File: src/rtl/reaction_pkg.sv
// ---------------------------------------------------------------------------
// reaction_pkg
// Shared types and constants for the random stop-select reaction timer.
//   state_e    : round FSM states
//   LFSR_TAPS  : feedback tap mask of the 16-bit Fibonacci LFSR (bits 15,13,12,10)
//   MS_W       : width of every millisecond count
//   lfsr_next  : one LFSR step (shift left, parity of tapped bits enters at bit 0)
//   code_onehot: 3-bit select code to 8-bit one-hot prompt pattern
// ---------------------------------------------------------------------------
package reaction_pkg;

    typedef enum logic [2:0] {
        IDLE   = 3'd0,
        ARM    = 3'd1,
        PROMPT = 3'd2,
        DONE   = 3'd3,
        FOUL   = 3'd4
    } state_e;

    localparam logic [15:0] LFSR_TAPS = 16'hB400;
    localparam int          MS_W      = 14;

    function automatic logic [15:0] lfsr_next(input logic [15:0] q);
        return {q[14:0], ^(q & LFSR_TAPS)};
    endfunction

    function automatic logic [7:0] code_onehot(input logic [2:0] code);
        return 8'h01 << code;
    endfunction

endpackage

File: src/rtl/random_stop_arbiter_lfsr16.sv
// ---------------------------------------------------------------------------
// lfsr16
// Free-running 16-bit Fibonacci LFSR, one step per clock, maximal length
// (period 65535). Reset loads SEED, which must be nonzero so the register
// never enters the all-zero lock-up state.
// Ports:
//   clk  in   system clock
//   rst  in   asynchronous active-high reset
//   q    out  current LFSR value
// ---------------------------------------------------------------------------
module lfsr16
    import reaction_pkg::*;
#(
    parameter logic [15:0] SEED = 16'hACE1
) (
    input  logic        clk,
    input  logic        rst,
    output logic [15:0] q
);

    logic [15:0] lfsr_q;
    logic [15:0] lfsr_d;

    // Next LFSR value: one Fibonacci step every cycle.
    always_comb begin
        lfsr_d = lfsr_next(lfsr_q);
    end

    // LFSR state register.
    always_ff @(posedge clk or posedge rst) begin
        if (rst) begin
            lfsr_q <= SEED;
        end else begin
            lfsr_q <= lfsr_d;
        end
    end

    assign q = lfsr_q;

endmodule

File: src/rtl/random_stop_arbiter.sv
// ---------------------------------------------------------------------------
// random_stop_arbiter
// Producer side of the random stop-select path. Each rising edge of `start`
// begins a round: a pseudo-random source code and wait are drawn from the
// LFSR, the code is driven to the stop-source mux on `lfsrout`, and after the
// wait the matching prompt LED lights. The number of whole milliseconds until
// the selected source (`stop_in`, the mux output) rises is reported on
// `react_ms`. A rise before the prompt is a false start (FOUL).
//
// Optional feature macro: BEST_TIME_EN adds `best_ms`, the lowest completed
// reaction time since reset (FOUL rounds never update it).
//
// Ports:
//   clk       in   system clock
//   rst       in   asynchronous active-high reset
//   start     in   round request level; acted on at its rising edge
//   stop_in   in   selected stop source, asynchronous (2-flop synchronized)
//   lfsrout   out  3-bit mux select code, stable for the whole round
//   prompt    out  one-hot "press this" LEDs, bit n for code n
//   busy      out  high in ARM and PROMPT
//   done      out  high in DONE
//   foul      out  high in FOUL
//   react_ms  out  measured reaction time, saturates at MAX_MS
//   best_ms   out  (BEST_TIME_EN only) best reaction time, reset MAX_MS
// ---------------------------------------------------------------------------
module random_stop_arbiter
    import reaction_pkg::*;
#(
    parameter int          CLK_PER_MS  = 50000,
    parameter int          MIN_WAIT_MS = 1000,
    parameter int          RAND_BITS   = 10,
    parameter logic [15:0] SEED        = 16'hACE1,
    parameter int          MAX_MS      = 9999
) (
    input  logic        clk,
    input  logic        rst,
    input  logic        start,
    input  logic        stop_in,
    output logic [2:0]  lfsrout,
    output logic [7:0]  prompt,
    output logic        busy,
    output logic        done,
    output logic        foul,
    output logic [13:0] react_ms
`ifdef BEST_TIME_EN
    ,
    output logic [13:0] best_ms
`endif
);

    localparam int DIV_W  = $clog2(CLK_PER_MS + 1);
    localparam int WAIT_W = $clog2(MIN_WAIT_MS + (1 << RAND_BITS) + 1);

    logic [15:0]       lfsr_q;
    logic              unused_lfsr_s;

    state_e            state_q,   state_d;
    logic [DIV_W-1:0]  div_q,     div_d;
    logic [WAIT_W-1:0] wait_q,    wait_d;
    logic [MS_W-1:0]   react_q,   react_d;
    logic [2:0]        lfsrout_q, lfsrout_d;
    logic [7:0]        prompt_q,  prompt_d;
    logic              busy_q,    busy_d;
    logic              done_q,    done_d;
    logic              foul_q,    foul_d;

    // Two synchronizer stages plus a "previous" stage per async input.
    logic [2:0]        start_sync_q, start_sync_d;
    logic [2:0]        stop_sync_q,  stop_sync_d;

    logic              start_rise_s;
    logic              stop_rise_s;
    logic              tick_s;

    lfsr16 #(
        .SEED (SEED)
    ) u_lfsr (
        .clk (clk),
        .rst (rst),
        .q   (lfsr_q)
    );

    // Only the low LFSR bits feed the draw; the rest are folded away here.
    assign unused_lfsr_s = ^lfsr_q;

    // Synchronizer shift chains for start and stop_in.
    always_comb begin
        start_sync_d = {start_sync_q[1:0], start};
        stop_sync_d  = {stop_sync_q[1:0],  stop_in};
    end

    // Edge detection on the synchronized levels; tick on divider wrap.
    always_comb begin
        start_rise_s = start_sync_q[1] & ~start_sync_q[2];
        stop_rise_s  = stop_sync_q[1]  & ~stop_sync_q[2];
        tick_s       = (div_q == DIV_W'(CLK_PER_MS - 1));
    end

    // Round FSM: next state, round registers and registered outputs.
    always_comb begin
        state_d   = state_q;
        wait_d    = wait_q;
        react_d   = react_q;
        lfsrout_d = lfsrout_q;
        prompt_d  = prompt_q;

        case (state_q)
            IDLE, DONE, FOUL: begin
                prompt_d = 8'h00;
                if (start_rise_s) begin
                    state_d   = ARM;
                    lfsrout_d = lfsr_q[2:0];
                    wait_d    = WAIT_W'(MIN_WAIT_MS) + WAIT_W'(lfsr_q[RAND_BITS+2:3]);
                    react_d   = {MS_W{1'b0}};
                end else begin
                    state_d = state_q;
                end
            end
            ARM: begin
                // A false start outranks a wait expiring in the same cycle.
                if (stop_rise_s) begin
                    state_d = FOUL;
                end else if (tick_s) begin
                    // Expiry on the tick that would take the wait to 0, so
                    // ARM lasts exactly wait_ms milliseconds.
                    if (wait_q <= WAIT_W'(1)) begin
                        state_d  = PROMPT;
                        prompt_d = code_onehot(lfsrout_q);
                        wait_d   = {WAIT_W{1'b0}};
                    end else begin
                        wait_d = wait_q - WAIT_W'(1);
                    end
                end else begin
                    wait_d = wait_q;
                end
            end
            PROMPT: begin
                // The stop edge wins over a coincident tick: count frozen.
                if (stop_rise_s) begin
                    state_d  = DONE;
                    prompt_d = 8'h00;
                end else if (tick_s && (react_q < MS_W'(MAX_MS))) begin
                    react_d = react_q + MS_W'(1);
                end else begin
                    react_d = react_q;
                end
            end
            default: begin
                state_d  = IDLE;
                prompt_d = 8'h00;
            end
        endcase
    end

    // Output flags follow the next state so they line up with state_q.
    always_comb begin
        busy_d = (state_d == ARM) || (state_d == PROMPT);
        done_d = (state_d == DONE);
        foul_d = (state_d == FOUL);
    end

    // Millisecond divider, restarted on every state change.
    always_comb begin
        if (state_d != state_q) begin
            div_d = {DIV_W{1'b0}};
        end else if (tick_s) begin
            div_d = {DIV_W{1'b0}};
        end else begin
            div_d = div_q + DIV_W'(1);
        end
    end

    // State, counters, synchronizers and output registers.
    always_ff @(posedge clk or posedge rst) begin
        if (rst) begin
            state_q      <= IDLE;
            div_q        <= {DIV_W{1'b0}};
            wait_q       <= {WAIT_W{1'b0}};
            react_q      <= {MS_W{1'b0}};
            lfsrout_q    <= 3'd0;
            prompt_q     <= 8'h00;
            busy_q       <= 1'b0;
            done_q       <= 1'b0;
            foul_q       <= 1'b0;
            start_sync_q <= 3'b000;
            stop_sync_q  <= 3'b000;
        end else begin
            state_q      <= state_d;
            div_q        <= div_d;
            wait_q       <= wait_d;
            react_q      <= react_d;
            lfsrout_q    <= lfsrout_d;
            prompt_q     <= prompt_d;
            busy_q       <= busy_d;
            done_q       <= done_d;
            foul_q       <= foul_d;
            start_sync_q <= start_sync_d;
            stop_sync_q  <= stop_sync_d;
        end
    end

    assign lfsrout  = lfsrout_q;
    assign prompt   = prompt_q;
    assign busy     = busy_q;
    assign done     = done_q;
    assign foul     = foul_q;
    assign react_ms = react_q;

`ifdef BEST_TIME_EN
    logic [MS_W-1:0] best_q, best_d;

    // Best time updates only on a completed round that beats the record.
    always_comb begin
        if ((state_q == PROMPT) && (state_d == DONE) && (react_q < best_q)) begin
            best_d = react_q;
        end else begin
            best_d = best_q;
        end
    end

    // Best-time register.
    always_ff @(posedge clk or posedge rst) begin
        if (rst) begin
            best_q <= MS_W'(MAX_MS);
        end else begin
            best_q <= best_d;
        end
    end

    assign best_ms = best_q;
`endif

endmodule
File: config.mk
export PLATFORM = sky130hd
export DESIGN_NAME = random_stop_arbiter
export DESIGN_NICKNAME = d
export VERILOG_FILES = /design/src/rtl/reaction_pkg.sv /design/src/rtl/random_stop_arbiter_lfsr16.sv /design/src/rtl/random_stop_arbiter.sv
export SDC_FILE = /design/constraint.sdc
export NUM_CORES = 1
export LEC_CHECK = 0
export CAP_MARGIN = 20
export CORE_ASPECT_RATIO = 0.7
export CORE_MARGIN = 10
export CORE_UTILIZATION = 50
export DETAILED_ROUTE_END_ITERATION = 10
export DONT_BUFFER_PORTS = 1
export HOLD_SLACK_MARGIN = 0.02
export PLACE_DENSITY = 0.65
export SYNTH_ARGS = -nofsm -noshare
export SYNTH_HDL_FRONTEND = slang
export SYNTH_SLANG_ARGS = --single-unit
export TNS_END_PERCENT = 1
File: constraint.sdc
create_clock -name clk -period 2.5 [get_ports clk]
set_clock_uncertainty 0.05 [all_clocks]
set_input_delay 0.125 -clock clk [delete_from_list [all_inputs] [get_ports clk]]
set_output_delay 0.125 -clock clk [all_outputs]
set_load 0.05 [all_outputs]
==> reports/metrics.cfg <==
[run_status]
outcome=completed

[global_route]
grt_max_degree=31
grtUsageTotal=0.160
grt_pass1_wl_um=14700
antenna_found_initial=0
first_global_vias=2886
grt_overflow=0

[placement]
place_area_um2=4100
place.gp.congestion=0.840
dp_cells=484
port_buffers=0
dp_hpwl_um=6240

[sta]
fin_crit_ps=2440
max_freq_mhz=411
fin_hold_ws_ps=210
hold_viol=0
period_share=0.974
slew_headroom=0.570
tns_ps=0
slew_violations=0
rsz0062_at_grt=yes
worstMarginPinSlew_ps=645
setup_violations=0

[setup_path]
worstSetupPathType=flop to flop
path_max_fanout=13
required_ps=2740
arrival_ps=2680
reg2reg_from=div_q[4]$_DFF_PP0_
start_kind=flop
rrSetupSlack_ps=60
r2r.worst_path.cells=6
timing.rr.end=react_ms[3]$_DFFE_PP0P_
worstSetupEndpointType=flop

[final_layout]
stdcell_area_um2=4400
syn2layout_area_growth_pct=16.1
n_fill_cell=630
antenna_cells=0
fin_nets=409
layout-drive-gt1-share=0.170
fin_cells=503

[logic_synthesis]
ys_ff_latch=80
syn-num-nets=376
avgSynthCellArea_um2=10.3
synth_top_cell_area_share=0.476
synth_edf_count=0
synthCells=367
yosysSeqAreaShare=0.532
synthFlopType=dfrtp_1
ys_async_sr_fraction=1.00
ys_warn_count=0
yosysUniqueCellTypes=56
syn_area_um2=3780
synth_area_leaders=dfrtp_1 (48%), dfstp_2 (5.6%), nor3_1 (3.7%)
yosys.area.top_type=dfrtp_1

[floorplan]
die_w_um=124
num_io_pins=32
core_area_um2=7320
die_height_um=92.8
die_area_um2=11500
start_util=0.517
rows=26

[cts]
cts_sinks=80
root_buffer=clkbuf_8
path_clk_slew_ps=90
clock_latency_ps=360
htreeDepth=3
cts_buffers=9
max-clock-path-buffers=2
cts_tree=yes
postCtsSetupBuffers=0

[power]
p_int_uw=2390
switching_share=0.316
leakage_uw=0.00192
p_clk_frac=0.341
pwr_density_cell_nw_per_um2=794
combPwrFrac=0.198
switchingPower_uw=1100
power_frac_seq=0.461
ir_drop_v=0.000532

[routing]
drt_iter0_drc=340
routed_wl_um=8920
wl_per_cell_um=17.7
ant_nets=0
vias=2967
avgViaCountPerCell=5.90
first_pass_iters=4
drc_errors=0

[min_path]
min_path_type=input pin to async pin

[flow_run]
drv_cap=0

cells by family after synthesis:
group	after synthesis	synth area share
adder cells (fa/ha/maj)	5	0.0165
flip-flops	80	0.532
AND/OR/NAND/NOR	155	0.225
XOR/XNOR	20	0.0463
AO/OA/AOI/OAI	82	0.146
multiplexers	4	0.0106
buffers and inverters	21	0.0238
cells in the mapped netlist (3+ instances only):
cell type / instances
nor2b_1: 4
nand2_1: 37
and3_1: 6
a21o_1: 4
a31oi_1: 5
ha_1: 5
and4_1: 6
o21ai_1: 11
mux2i_1: 4
dfstp_2: 8
xnor2_1: 11
o2bb2ai_1: 5
a22o_1: 8
a32o_1: 3
inv_1: 6
a21oi_1: 12
nand4_1: 7
clkbuf_1: 13
or4_1: 4
dfrtp_1: 72
nand3_1: 17
nor3b_1: 5
nor2_1: 18
nor4_1: 4
or3_1: 4
o21ai_0: 12
nor3_1: 28
xor2_1: 9
nand2b_1: 3
o21a_1: 4
layout make-up:
cell class	count	area (um2)	share of cell area
Multi-Input combinational cell	266	1700	0.387
Clock buffer	10	138	0.0313
Inverter	6	23.8	0.00541
Sequential cell	80	2010	0.458
Timing Repair Buffer	37	285	0.0649
Tap cell	98	123	0.0279
Clock inverter	6	115	0.0262
critical path, cell delays in order (launching register included):
cell and delay [ps]:
dfrtp_1 430, nor4b_2 370, and4_4 290, or4b_4 560
buf_4 200, or3_1 340, a21oi_1 140
metal layers:
layer | global-route usage | part of all wire | vias to the layer above | wire (um)
met5 | 0 | 0 | - | 0
met4 | 0.0564 | 0.0076 | 0 | 68
met3 | 0.0522 | 0.064 | 6 | 568
met2 | 0.221 | 0.42 | 71 | 3760
met1 | 0.227 | 0.51 | 1461 | 4520
li1 | - | - | 1429 | -
repair_timing:
action                                 4_1_cts  5_1_grt
hold buffers                                 3        0
endpoints found under the hold margin       30        0
setup endpoints to repair                    0       15
gates resized for setup                      0        4
cells in the final DEF, fill, tap and decap left out, types with 3 or more instances in the layout:
master and n:
nor2b_1 4, o2bb2ai_1 5, nand2b_1 3, dfrtp_1 72, a22o_1 8, o21ai_1 11, or4_1 4, nor2_1 18
nand4_1 7, nor3b_1 5, nand3_1 17, or3_1 4, a31oi_1 5, xor2_1 9, a21o_1 4, dlygate4sd3_1 3
and4_1 5, nand2_1 36, nor4_1 3, xnor2_1 11, and3_1 5, ha_1 5, dfstp_2 8, buf_4 34
nor3_1 28, bufinv_16 3, mux2i_1 4, clkbuf_8 10, a32o_1 3, a21oi_1 12, inv_1 5, o21a_1 4
o21ai_0 12
power groups by stage:
stage / clock network, uW / registers, uW / logic, uW
detailed placement: 0 / 1620 / 675
global route: 1280 / 1630 / 775
global placement: 0 / 1610 / 661
CTS: 1220 / 1600 / 681
floorplan: 0 / 1580 / 485
finish: 1190 / 1610 / 691
worst max path at each step:
stage / end / slack (ps) / cells after the start / startpoint
floorplan: react_ms[11]$_DFFE_PP0P_ / 70 / 7 / react_ms[0]$_DFFE_PP0P_
global placement: react_ms[9]$_DFFE_PP0P_ / 150 / 6 / div_q[1]$_DFF_PP0_
detailed placement: react_ms[3]$_DFFE_PP0P_ / 90 / 7 / div_q[1]$_DFF_PP0_
CTS: react_ms[3]$_DFFE_PP0P_ / 80 / 7 / div_q[1]$_DFF_PP0_
global route: react_ms[3]$_DFFE_PP0P_ / -20 / 6 / div_q[4]$_DFF_PP0_
finish: react_ms[3]$_DFFE_PP0P_ / 60 / 6 / div_q[4]$_DFF_PP0_
flip-flops by register name, indices dropped and copies added (netlist names), 3 cells and up:
name / count
react_ms: 14
stop_sync_q: 3
div_q: 16
start_sync_q: 3
wait_q: 11
u_lfsr.q: 16
state_q: 3
lfsrout: 3
prompt: 8
through the flow:
| step | power (uW) | setup slack, ps | utilization |
|---|---|---|---|
| 6_report | 3490 | 64.1 | 0.601 |
| 5_1_grt | 3690 | -22.7 | 0.601 |
| 4_1_cts | 3500 | 78.3 | 0.598 |
| 3_5_place_dp | 2290 | 90.1 | 0.560 |
| 3_3_place_gp | 2280 | 152 | 0.560 |
| 2_1_floorplan | 2070 | 68.6 | - |
No activity file was read; power rests on OpenSTA's default activity.
